===== src/rtl/matmul_apb_pkg.sv =====
// Shared definitions for the matmul APB master sequencer and the matmul slave.
// Holds the sequencer state encoding and the default stride and timeout values.
package matmul_apb_pkg;

    localparam int STRIDE_SHIFT_DEF = 5;
    localparam int TIMEOUT_DEF      = 255;

    typedef enum logic [2:0] {
        IDLE   = 3'd0,
        WDATA  = 3'd1,
        SETUP  = 3'd2,
        ACCESS = 3'd3,
        RESP   = 3'd4
    } apb_state_e;

endpackage


===== src/rtl/apb_timeout_cnt.sv =====
// Counts ACCESS cycles spent waiting on pready; expired_o fires on the
// TIMEOUT-th stalled cycle so the caller can abort in that same cycle.
module apb_timeout_cnt #(
    parameter int TIMEOUT = 255
) (
    input  logic clk_i,
    input  logic rst_n_i,
    input  logic clear_i,
    input  logic enable_i,
    output logic expired_o
);

    localparam int CW = $clog2(TIMEOUT + 1);

    logic [CW-1:0] cnt_q;
    logic [CW-1:0] cnt_d;

    assign expired_o = enable_i && (cnt_q == CW'(TIMEOUT - 1));

    always_comb begin
        cnt_d = cnt_q;
        if (clear_i) begin
            cnt_d = '0;
        end else if (enable_i && !expired_o) begin
            cnt_d = cnt_q + CW'(1);
        end
    end

    always_ff @(posedge clk_i or negedge rst_n_i) begin
        if (!rst_n_i) begin
            cnt_q <= '0;
        end else begin
            cnt_q <= cnt_d;
        end
    end

endmodule


===== src/rtl/matmul_apb_master.sv =====
// Burst command to APB transfer sequencer for the matmul register space,
// with wait-state handling, pslverr reporting and a pready timeout.
module matmul_apb_master
    import matmul_apb_pkg::*;
#(
    parameter int BUS_WIDTH    = 32,
    parameter int ADDR_WIDTH   = 16,
    parameter int MAX_BURST    = 16,
    parameter int STRIDE_SHIFT = STRIDE_SHIFT_DEF,
    parameter int TIMEOUT      = TIMEOUT_DEF
) (
    input  logic                           clk_i,
    input  logic                           rst_n_i,
    input  logic                           cmd_valid_i,
    output logic                           cmd_ready_o,
    input  logic                           cmd_write_i,
    input  logic [ADDR_WIDTH-1:0]          cmd_addr_i,
    input  logic [$clog2(MAX_BURST)-1:0]   cmd_len_i,
    input  logic [BUS_WIDTH/8-1:0]         cmd_strb_i,
    input  logic                           wdata_valid_i,
    output logic                           wdata_ready_o,
    input  logic [BUS_WIDTH-1:0]           wdata_i,
    output logic                           rsp_valid_o,
    input  logic                           rsp_ready_i,
    output logic [BUS_WIDTH-1:0]           rsp_data_o,
    output logic                           rsp_err_o,
    output logic                           rsp_last_o,
    output logic                           psel_o,
    output logic                           penable_o,
    output logic                           pwrite_o,
    output logic [ADDR_WIDTH-1:0]          paddr_o,
    output logic [BUS_WIDTH-1:0]           pwdata_o,
    output logic [BUS_WIDTH/8-1:0]         pstrb_o,
    input  logic [BUS_WIDTH-1:0]           prdata_i,
    input  logic                           pready_i,
    input  logic                           pslverr_i,
    output logic                           busy_o
);

    localparam int LEN_W = $clog2(MAX_BURST);
    localparam int SW    = BUS_WIDTH / 8;

    apb_state_e state_q, state_d;

    logic                  cmd_ready_q, cmd_ready_d;
    logic                  wdata_ready_q, wdata_ready_d;
    logic                  psel_q, psel_d;
    logic                  penable_q, penable_d;
    logic                  pwrite_q, pwrite_d;
    logic [ADDR_WIDTH-1:0] paddr_q, paddr_d;
    logic [BUS_WIDTH-1:0]  pwdata_q, pwdata_d;
    logic [SW-1:0]         pstrb_q, pstrb_d;
    logic                  rsp_valid_q, rsp_valid_d;
    logic [BUS_WIDTH-1:0]  rsp_data_q, rsp_data_d;
    logic                  rsp_err_q, rsp_err_d;
    logic                  rsp_last_q, rsp_last_d;
    logic                  busy_q, busy_d;

    logic                  write_q, write_d;
    logic [ADDR_WIDTH-1:0] base_q, base_d;
    logic [LEN_W-1:0]      len_q, len_d;
    logic [SW-1:0]         strb_q, strb_d;
    logic [LEN_W-1:0]      beat_q, beat_d;
    logic                  err_acc_q, err_acc_d;

    logic                  last_beat;
    logic [LEN_W-1:0]      beat_inc;
    logic                  tmo_expired;

    function automatic logic [ADDR_WIDTH-1:0] beat_addr(input logic [ADDR_WIDTH-1:0] base,
                                                        input logic [LEN_W-1:0] beat);
        return base + (ADDR_WIDTH'(beat) << STRIDE_SHIFT);
    endfunction

    assign last_beat = (beat_q == len_q);
    assign beat_inc  = beat_q + LEN_W'(1);

    // The timer restarts for every transfer, so wait states never accumulate across beats.
    apb_timeout_cnt #(
        .TIMEOUT (TIMEOUT)
    ) u_timeout (
        .clk_i     (clk_i),
        .rst_n_i   (rst_n_i),
        .clear_i   (state_q != ACCESS),
        .enable_i  ((state_q == ACCESS) && !pready_i),
        .expired_o (tmo_expired)
    );

    always_comb begin
        state_d    = state_q;
        pwrite_d   = pwrite_q;
        paddr_d    = paddr_q;
        pwdata_d   = pwdata_q;
        pstrb_d    = pstrb_q;
        rsp_data_d = rsp_data_q;
        rsp_err_d  = rsp_err_q;
        rsp_last_d = rsp_last_q;
        write_d    = write_q;
        base_d     = base_q;
        len_d      = len_q;
        strb_d     = strb_q;
        beat_d     = beat_q;
        err_acc_d  = err_acc_q;

        unique case (state_q)
            IDLE: begin
                if (cmd_valid_i) begin
                    write_d   = cmd_write_i;
                    base_d    = cmd_addr_i;
                    len_d     = cmd_len_i;
                    strb_d    = cmd_strb_i;
                    beat_d    = '0;
                    err_acc_d = 1'b0;
                    if (cmd_write_i) begin
                        state_d = WDATA;
                    end else begin
                        state_d  = SETUP;
                        pwrite_d = 1'b0;
                        paddr_d  = cmd_addr_i;
                        pwdata_d = '0;
                        pstrb_d  = '0;
                    end
                end
            end
            WDATA: begin
                if (wdata_valid_i) begin
                    state_d  = SETUP;
                    pwrite_d = 1'b1;
                    paddr_d  = beat_addr(base_q, beat_q);
                    pwdata_d = wdata_i;
                    pstrb_d  = strb_q;
                end
            end
            SETUP: begin
                state_d = ACCESS;
            end
            ACCESS: begin
                if (pready_i) begin
                    err_acc_d = err_acc_q | pslverr_i;
                    if (!write_q) begin
                        state_d    = RESP;
                        rsp_data_d = prdata_i;
                        rsp_err_d  = pslverr_i;
                        rsp_last_d = last_beat;
                    end else if (!last_beat) begin
                        state_d = WDATA;
                        beat_d  = beat_inc;
                    end else begin
                        state_d    = RESP;
                        rsp_data_d = '0;
                        rsp_err_d  = err_acc_q | pslverr_i;
                        rsp_last_d = 1'b1;
                    end
                end else if (tmo_expired) begin
                    // Abandon the rest of the burst; the single error response closes it.
                    state_d    = RESP;
                    err_acc_d  = 1'b1;
                    rsp_data_d = '0;
                    rsp_err_d  = 1'b1;
                    rsp_last_d = 1'b1;
                end
            end
            RESP: begin
                if (rsp_ready_i) begin
                    rsp_data_d = '0;
                    rsp_err_d  = 1'b0;
                    rsp_last_d = 1'b0;
                    if (rsp_last_q) begin
                        state_d = IDLE;
                    end else begin
                        state_d = SETUP;
                        beat_d  = beat_inc;
                        paddr_d = beat_addr(base_q, beat_inc);
                    end
                end
            end
            default: begin
                state_d = IDLE;
            end
        endcase

        // Handshake and APB control outputs are pure functions of the next state.
        cmd_ready_d   = (state_d == IDLE);
        wdata_ready_d = (state_d == WDATA);
        psel_d        = (state_d == SETUP) || (state_d == ACCESS);
        penable_d     = (state_d == ACCESS);
        rsp_valid_d   = (state_d == RESP);
        busy_d        = (state_d != IDLE);
    end

    always_ff @(posedge clk_i or negedge rst_n_i) begin
        if (!rst_n_i) begin
            state_q       <= IDLE;
            cmd_ready_q   <= 1'b1;
            wdata_ready_q <= 1'b0;
            psel_q        <= 1'b0;
            penable_q     <= 1'b0;
            pwrite_q      <= 1'b0;
            paddr_q       <= '0;
            pwdata_q      <= '0;
            pstrb_q       <= '0;
            rsp_valid_q   <= 1'b0;
            rsp_data_q    <= '0;
            rsp_err_q     <= 1'b0;
            rsp_last_q    <= 1'b0;
            busy_q        <= 1'b0;
            write_q       <= 1'b0;
            base_q        <= '0;
            len_q         <= '0;
            strb_q        <= '0;
            beat_q        <= '0;
            err_acc_q     <= 1'b0;
        end else begin
            state_q       <= state_d;
            cmd_ready_q   <= cmd_ready_d;
            wdata_ready_q <= wdata_ready_d;
            psel_q        <= psel_d;
            penable_q     <= penable_d;
            pwrite_q      <= pwrite_d;
            paddr_q       <= paddr_d;
            pwdata_q      <= pwdata_d;
            pstrb_q       <= pstrb_d;
            rsp_valid_q   <= rsp_valid_d;
            rsp_data_q    <= rsp_data_d;
            rsp_err_q     <= rsp_err_d;
            rsp_last_q    <= rsp_last_d;
            busy_q        <= busy_d;
            write_q       <= write_d;
            base_q        <= base_d;
            len_q         <= len_d;
            strb_q        <= strb_d;
            beat_q        <= beat_d;
            err_acc_q     <= err_acc_d;
        end
    end

    assign cmd_ready_o   = cmd_ready_q;
    assign wdata_ready_o = wdata_ready_q;
    assign psel_o        = psel_q;
    assign penable_o     = penable_q;
    assign pwrite_o      = pwrite_q;
    assign paddr_o       = paddr_q;
    assign pwdata_o      = pwdata_q;
    assign pstrb_o       = pstrb_q;
    assign rsp_valid_o   = rsp_valid_q;
    assign rsp_data_o    = rsp_data_q;
    assign rsp_err_o     = rsp_err_q;
    assign rsp_last_o    = rsp_last_q;
    assign busy_o        = busy_q;

endmodule


===== config.mk =====
export PLATFORM = sky130hd
export DESIGN_NAME = matmul_apb_master
export DESIGN_NICKNAME = d
export VERILOG_FILES = /design/src/rtl/matmul_apb_pkg.sv /design/src/rtl/apb_timeout_cnt.sv /design/src/rtl/matmul_apb_master.sv
export SDC_FILE = /design/constraint.sdc
export NUM_CORES = 1
export LEC_CHECK = 0
export ABC_AREA = 0
export CORE_MARGIN = 2
export CORE_UTILIZATION = 37
export CTS_CLUSTER_DIAMETER = 50
export DETAILED_ROUTE_END_ITERATION = 8
export PLACE_DENSITY = 0.69
export SLEW_MARGIN = 5
export SYNTH_ARGS = -nofsm -noshare
export SYNTH_HDL_FRONTEND = slang
export SYNTH_SLANG_ARGS = --single-unit

===== constraint.sdc =====
create_clock -name clk_i -period 2.3 [get_ports clk_i]
set_input_delay 0.575 -clock clk_i [delete_from_list [all_inputs] [get_ports clk_i]]
set_output_delay 0.575 -clock clk_i [all_outputs]
set_load 0.02 [all_outputs]

== After elaboration in Yosys (flattened, before gate mapping) ==
Cells that the tools add are included.

* Bits of input ports: 96
* Word-level logic and storage cells: 124
* Register bits after elaboration: 134

* Eq/ne operators: 21
* Reduce and logical (&&, ||, !) cells: 21
* Add/sub/neg operators: 4
* Multiplexer cells: 56
* Bitwise gates (word level): 1

{| class="wikitable"
|+ Operators by type and width
! operator !! number
|-
| $mux W32 || 8
|-
| $pmux W32 S2 || 2
|-
| $mux W16 || 5
|-
| $pmux W16 S3 || 1
|-
| $mux W4 || 9
|-
| $add A16 B9 Y16 || 2
|-
| $mux W3 || 7
|-
| $mux W8 || 2
|-
| $ne A2 B2 Y1 const B || 8
|-
| $pmux W3 S5 || 1
|-
| $mux W1 || 13
|-
| $eq A3 B2 Y1 const B || 4
|-
| $pmux W4 S3 || 1
|-
| $reduce_bool A3 Y1 || 3
|-
| $add A8 B1 Y8 const B || 1
|-
| $eq A8 B8 Y1 const B || 1
|-
| $pmux W1 S2 || 4
|-
| $pmux W4 S2 || 1
|-
| $reduce_and A4 Y1 || 2
|-
| $reduce_bool A2 Y1 || 4
|-
| $reduce_and A7 Y1 || 1
|-
| $eq A3 B1 Y1 const B || 2
|-
| $eq A3 B3 Y1 const B || 2
|-
| $logic_not A3 Y1 || 2
|-
| 12 further kinds || 17
|}

== Depth between registers and ports, before layout ==
Gate-level depths: netlist (run 1).

* Depth after elaboration: 8
* Gate-level depth with buffers: 10
* Mapped depth without buffers: 9

== By module ==
From an unflattened synthesis (run 1), not the netlist that was laid out.

* Cell total of the unflattened synthesis: 535
* Area, all modules: 5,963.2 um2

{| class="wikitable"
|+ By module, submodules not included
! module !! area an instance (um2) !! times used !! cells an instance
|-
| matmul_apb_master || 5,456.5 || 1 || 487
|-
| apb_timeout_cnt || 506.7 || 1 || 48
|}

== Worst setup path after synthesis (run 1) ==
OpenSTA, ideal clock, no wires.

* Path kind: register -> register
* Start point: reg state_q[1]
* End point: reg paddr_q[13] (netlist: paddr_o[13])
* Cell stages (with the launch flop): 10
* Clock period less this slack: 2.532 ns
* Library setup time: 0.138 ns
* Path slack: -0.232 ns
* Buffers on the path: 1
* Data arrival time: 2.395 ns
* Cells stage by stage: dfrtp_1 or3b_1 buf_4 mux2_2 fa_1 a211oi_1 nor2_1 nand3_1 xor2_1 o221ai_1

* Longest elaborated chain between the ends: 3
* Elaborated cells on any way between the ends: 11
* Classes of those cells: 7 x eq/ne; 1 x mux; 3 x reduce/logical

{| class="wikitable"
|+ Ends and longest elaborated chain
! item !! RTL line !! RTL
|-
| start, declared || matmul_apb_master.sv:43 || <nowiki>apb_state_e state_q, state_d;</nowiki>
|-
| start signal, assigned || matmul_apb_master.sv:214 || <nowiki>state_q <= state_d;</nowiki>
|-
| $eq A3 B3 Y1 (tied with other cells) || matmul_apb_master.sv:105 || <nowiki>unique case (state_q)</nowiki>
|-
| $ne A2 B2 Y1 (no source line) / $reduce_bool A3 Y1 (equally long branches) || n/a ||
|-
| $reduce_and A6 Y1 (no source line) || n/a ||
|-
| end signal, assigned || matmul_apb_master.sv:220 || <nowiki>paddr_q <= paddr_d;</nowiki>
|-
| end, declared || matmul_apb_master.sv:50 || <nowiki>logic [ADDR_WIDTH-1:0] paddr_q, paddr_d;</nowiki>
|}

Parallel ways exist; a longest one is shown, timed or not.
A chain may end at the register's enable or synchronous reset.

== Final worst setup path (run 1) ==
* Start point: reg state_q[0]
* End point: reg paddr_q[11] (netlist: paddr_o[11])

Same word-level chain as after synthesis.

==> flow_metrics.env, run 1 <==
export IMPL_netlist_top_cell_by_area="dfrtp_1"
export IMPL_cts_tree="done"
export IMPL_die_area_sq_um=17000
export IMPL_ioPinCount=189
export IMPL_synthTopCellsByArea="dfrtp_1 56%, nand2_1 6.3%, a22o_1 5.8%"
export IMPL_synth_main_ff_cell="dfrtp_1"
export IMPL_rows=46
export IMPL_final_period_utilization_pct=108
export IMPL_coreArea_sq_um=15800
export IMPL_worst_ep_required_time_ns=2.61
export IMPL_p_per_area_nw_per_um2=1340
export IMPL_rsz0062_at_grt="true"
export IMPL_worst_setup_path_start_kind="register"
export IMPL_violations="setup timing"
export IMPL_cts_clk_slew_worst_paths_ns=0.06
export IMPL_clk_latency_ns=0.41
export IMPL_layout_commonest_cell="clkdlybuf4s50_1"
export IMPL_grt_ovfl_total=0
export IMPL_synthCells=533
export IMPL_drc=0
export IMPL_multi_input_area_sq_um=2430
export IMPL_cts_buffers=17
export IMPL_synth_fp_nets=637
export IMPL_cp_end_kind="register"
export IMPL_internal_power_mw=7.68
export IMPL_die_w_um=130
export IMPL_r2r_slack_ns=-0.19
export IMPL_routed_wl_um=15300
export IMPL_hp_class="in2async"
export IMPL_synth_warnings=0
export IMPL_switchingPower_mw=4.34
export IMPL_worst_slew_pin_slew_ns=0.516
export IMPL_worst_clock_skew_ns=0.00613
export IMPL_cellLeakagePower_nw=3.84
export IMPL_firstDrtPassIters=5
export IMPL_ys_seq_area_share_pct=56.7
export IMPL_fin_crit_ns=2.49
export IMPL_power_frac_clock_pct=22.7
export IMPL_cts_path_max_buffers=2
export IMPL_layout_common_cells="187 x clkdlybuf4s50_1, 133 x dfrtp_1, 99 x nand2_1"
export IMPL_setup_worst_path_start="state_q[0]"
export IMPL_r2r_end="paddr_o[11]"
export IMPL_avgSynthCellArea_sq_um=11.1
export IMPL_initial_core_util_pct=37.5
export IMPL_cts_root_buf="clkbuf_16"
export IMPL_dp_cells=939
export IMPL_timing_critical_path_arrival_ns=2.81
export IMPL_synth_area_sq_um=5920
export IMPL_synth_edf_count=0
export IMPL_ctsHoldBuffers=0
export IMPL_gp_congestion=0.813
export IMPL_fill_cells=1369
export IMPL_syn_to_final_growth_pct=51.4
export IMPL_hold_viol=0
export IMPL_seqCellArea_sq_um=3350
export IMPL_routed_via_density=4.90
export IMPL_synth_top_area_share_pct=56.3
export IMPL_die_h_um=130
export IMPL_reg2reg_depth=9
export IMPL_drv_slew=0
export IMPL_antenna_cells=0
export IMPL_grt_max_degree=66
export IMPL_numClockSinks=134
export IMPL_drtIter0Drc=263
export IMPL_nets=848
export IMPL_antenna_found_initial=0
export IMPL_setup_viol=9
export IMPL_critPathKind="reg2reg"
export IMPL_fin_ws_ns=-0.191
export IMPL_wl_per_cell_um=15.7
export IMPL_grt_usage_pct=17.9
export IMPL_share_comb_of_total_power_pct=45.7
export IMPL_status="complete, but fails checks"
export IMPL_ir_drop_mv=0.672
export IMPL_p_sw_share_pct=36.1
export IMPL_grt_pass1_wl_um=23900
export IMPL_fmax_ghz=0.401
export IMPL_drive_gt1_share_pct=15.9
export IMPL_ys_seq_elements=134
export IMPL_grt_pass1_vias=4778
export IMPL_fin_cells=973
export IMPL_io_buffers=188
export IMPL_max_cap_violations=0
export IMPL_dr_total_vias=4770
export IMPL_synth_distinct_cells=59
export IMPL_htreeDepth=4
export IMPL_finalPower_mw=12.0
export IMPL_route_antenna_remaining_nets=0
export IMPL_path_max_fanout=4
export IMPL_crit_reg2reg_launch="state_q[0]"
export IMPL_dpl_hpwl_um=10600
export IMPL_slew_headroom_pct=65.5
export IMPL_synthArstFlopShare_pct=100
export IMPL_p_seq_share_pct=31.6
cell families after synthesis:
logic type,share of synthesized area (%)
buf+inv,4.29
mux,5.37
fa+ha+maj,1.82
xor+xnor,3.26
compound gates,14.9
simple gates,13.6
flops,56.7
cell type report:
class | instances | area share, %
clock inverters | 10 | 1.33
well taps | 216 | 3.02
inverters | 6 | 0.252
flip-flops and latches | 134 | 37.5
clock buffers | 22 | 5.41
repair buffers | 225 | 25.3
multi-input cells | 360 | 27.2
critical path: stages, from the launching register on:
cell and delay, ns:
dfrtp_1 0.37, or3b_4 0.43, xnor2_2 0.15, ha_2 0.19
fa_2 0.39, a211oi_4 0.27, nor4_2 0.09, xor2_1 0.19
nor2_1 0.07, o31ai_1 0.24
routing by layer:
layer | wire length, um | vias up | GRT usage [%]
met2 | 7350 | 147 | 29.4
met1 | 6830 | 2304 | 23.3
li1 | - | 2303 | -
met4 | 167 | 0 | 5.07
met3 | 933 | 16 | 5.09
met5 | 0 | - | 0
timing repair:
action                     4_1_cts  5_1_grt
setup endpoints to repair        8        9
resized for setup                5       11
pin swaps                        2       11
setup buffers                    1        2
stage by stage:
step | area (sq um) | hold slack (ns) | TNS (ns) | setup slack (ns) | util (%)
after floorplan | 5950 | 0.279 | -0.358 | -0.150 | -
after global placement | 8250 | 0.462 | -1.51 | -0.0809 | 52.3
after detailed placement | 8250 | 0.470 | -2.48 | -0.151 | 52.3
after CTS | 8880 | 0.0967 | -0.714 | -0.120 | 56.3
after global routing | 8950 | 0.112 | -1.90 | -0.288 | 56.8
final | 8950 | 0.0932 | -1.08 | -0.191 | 56.8
power groups by stage:
stage               logic [mW]  clock network, mW  registers (mW)
floorplan                 2.49                  0            4.48
global placement          5.26                  0            3.80
detailed placement        5.36                  0            3.83
CTS                       5.43               2.80            3.81
global route              5.95               2.92            3.91
finish                    5.50               2.73            3.80
sequential cells by signal (all words and copies together), names as in the netlist:
signal           count
rsp_err_o            1
strb_q               4
write_q              1
rsp_data_o          32
pstrb_o              4
psel_o               1
u_timeout.cnt_q      8
paddr_o             16
base_q              16
cmd_ready_o          1
rsp_valid_o          1
state_q              3
pwrite_o             1
len_q                4
rsp_last_o           1
penable_o            1
err_acc_q            1
pwdata_o            32
beat_q               4
busy_o               1
wdata_ready_o        1
cell usage after synthesis (5+ instances only):
library cell  number
buf_6             11
clkbuf_1           9
dfrtp_1          133
a21oi_1           10
inv_1              6
nand2_1           99
a22o_1            39
nand3_1            9
nor2_1            30
nor2b_1            6
o21ai_1           25
mux2_2            26
buf_2              7
a31oi_1            9
xor2_1            11
ha_1               7
xnor2_1           11
nand2b_1           5
o21ai_0           12
worst max path at each step:
stage / cells after the start / to / slack (ns)
after floorplan: 8 / paddr_o[10] / -0.15
after global placement: 7 / paddr_o[10] / -0.08
after detailed placement: 7 / paddr_o[10] / -0.15
after CTS: 7 / paddr_o[10] / -0.12
after global routing: 10 / paddr_o[12] / -0.29
final: 9 / paddr_o[11] / -0.19
Note: power is estimated with default switching activity, not from simulation.
==> inputs of run 2 (changes only) <==
--- a/config.mk
+++ b/config.mk
@@ -6,6 +6,7 @@
 export NUM_CORES = 1
 export LEC_CHECK = 0
 export ABC_AREA = 0
+export ABC_CLOCK_PERIOD_IN_PS = 2300
 export CORE_MARGIN = 2
 export CORE_UTILIZATION = 37
 export CTS_CLUSTER_DIAMETER = 50
==> results of run 2 <==
The final DEF is identical to that of run 1; final timing and power are the same.
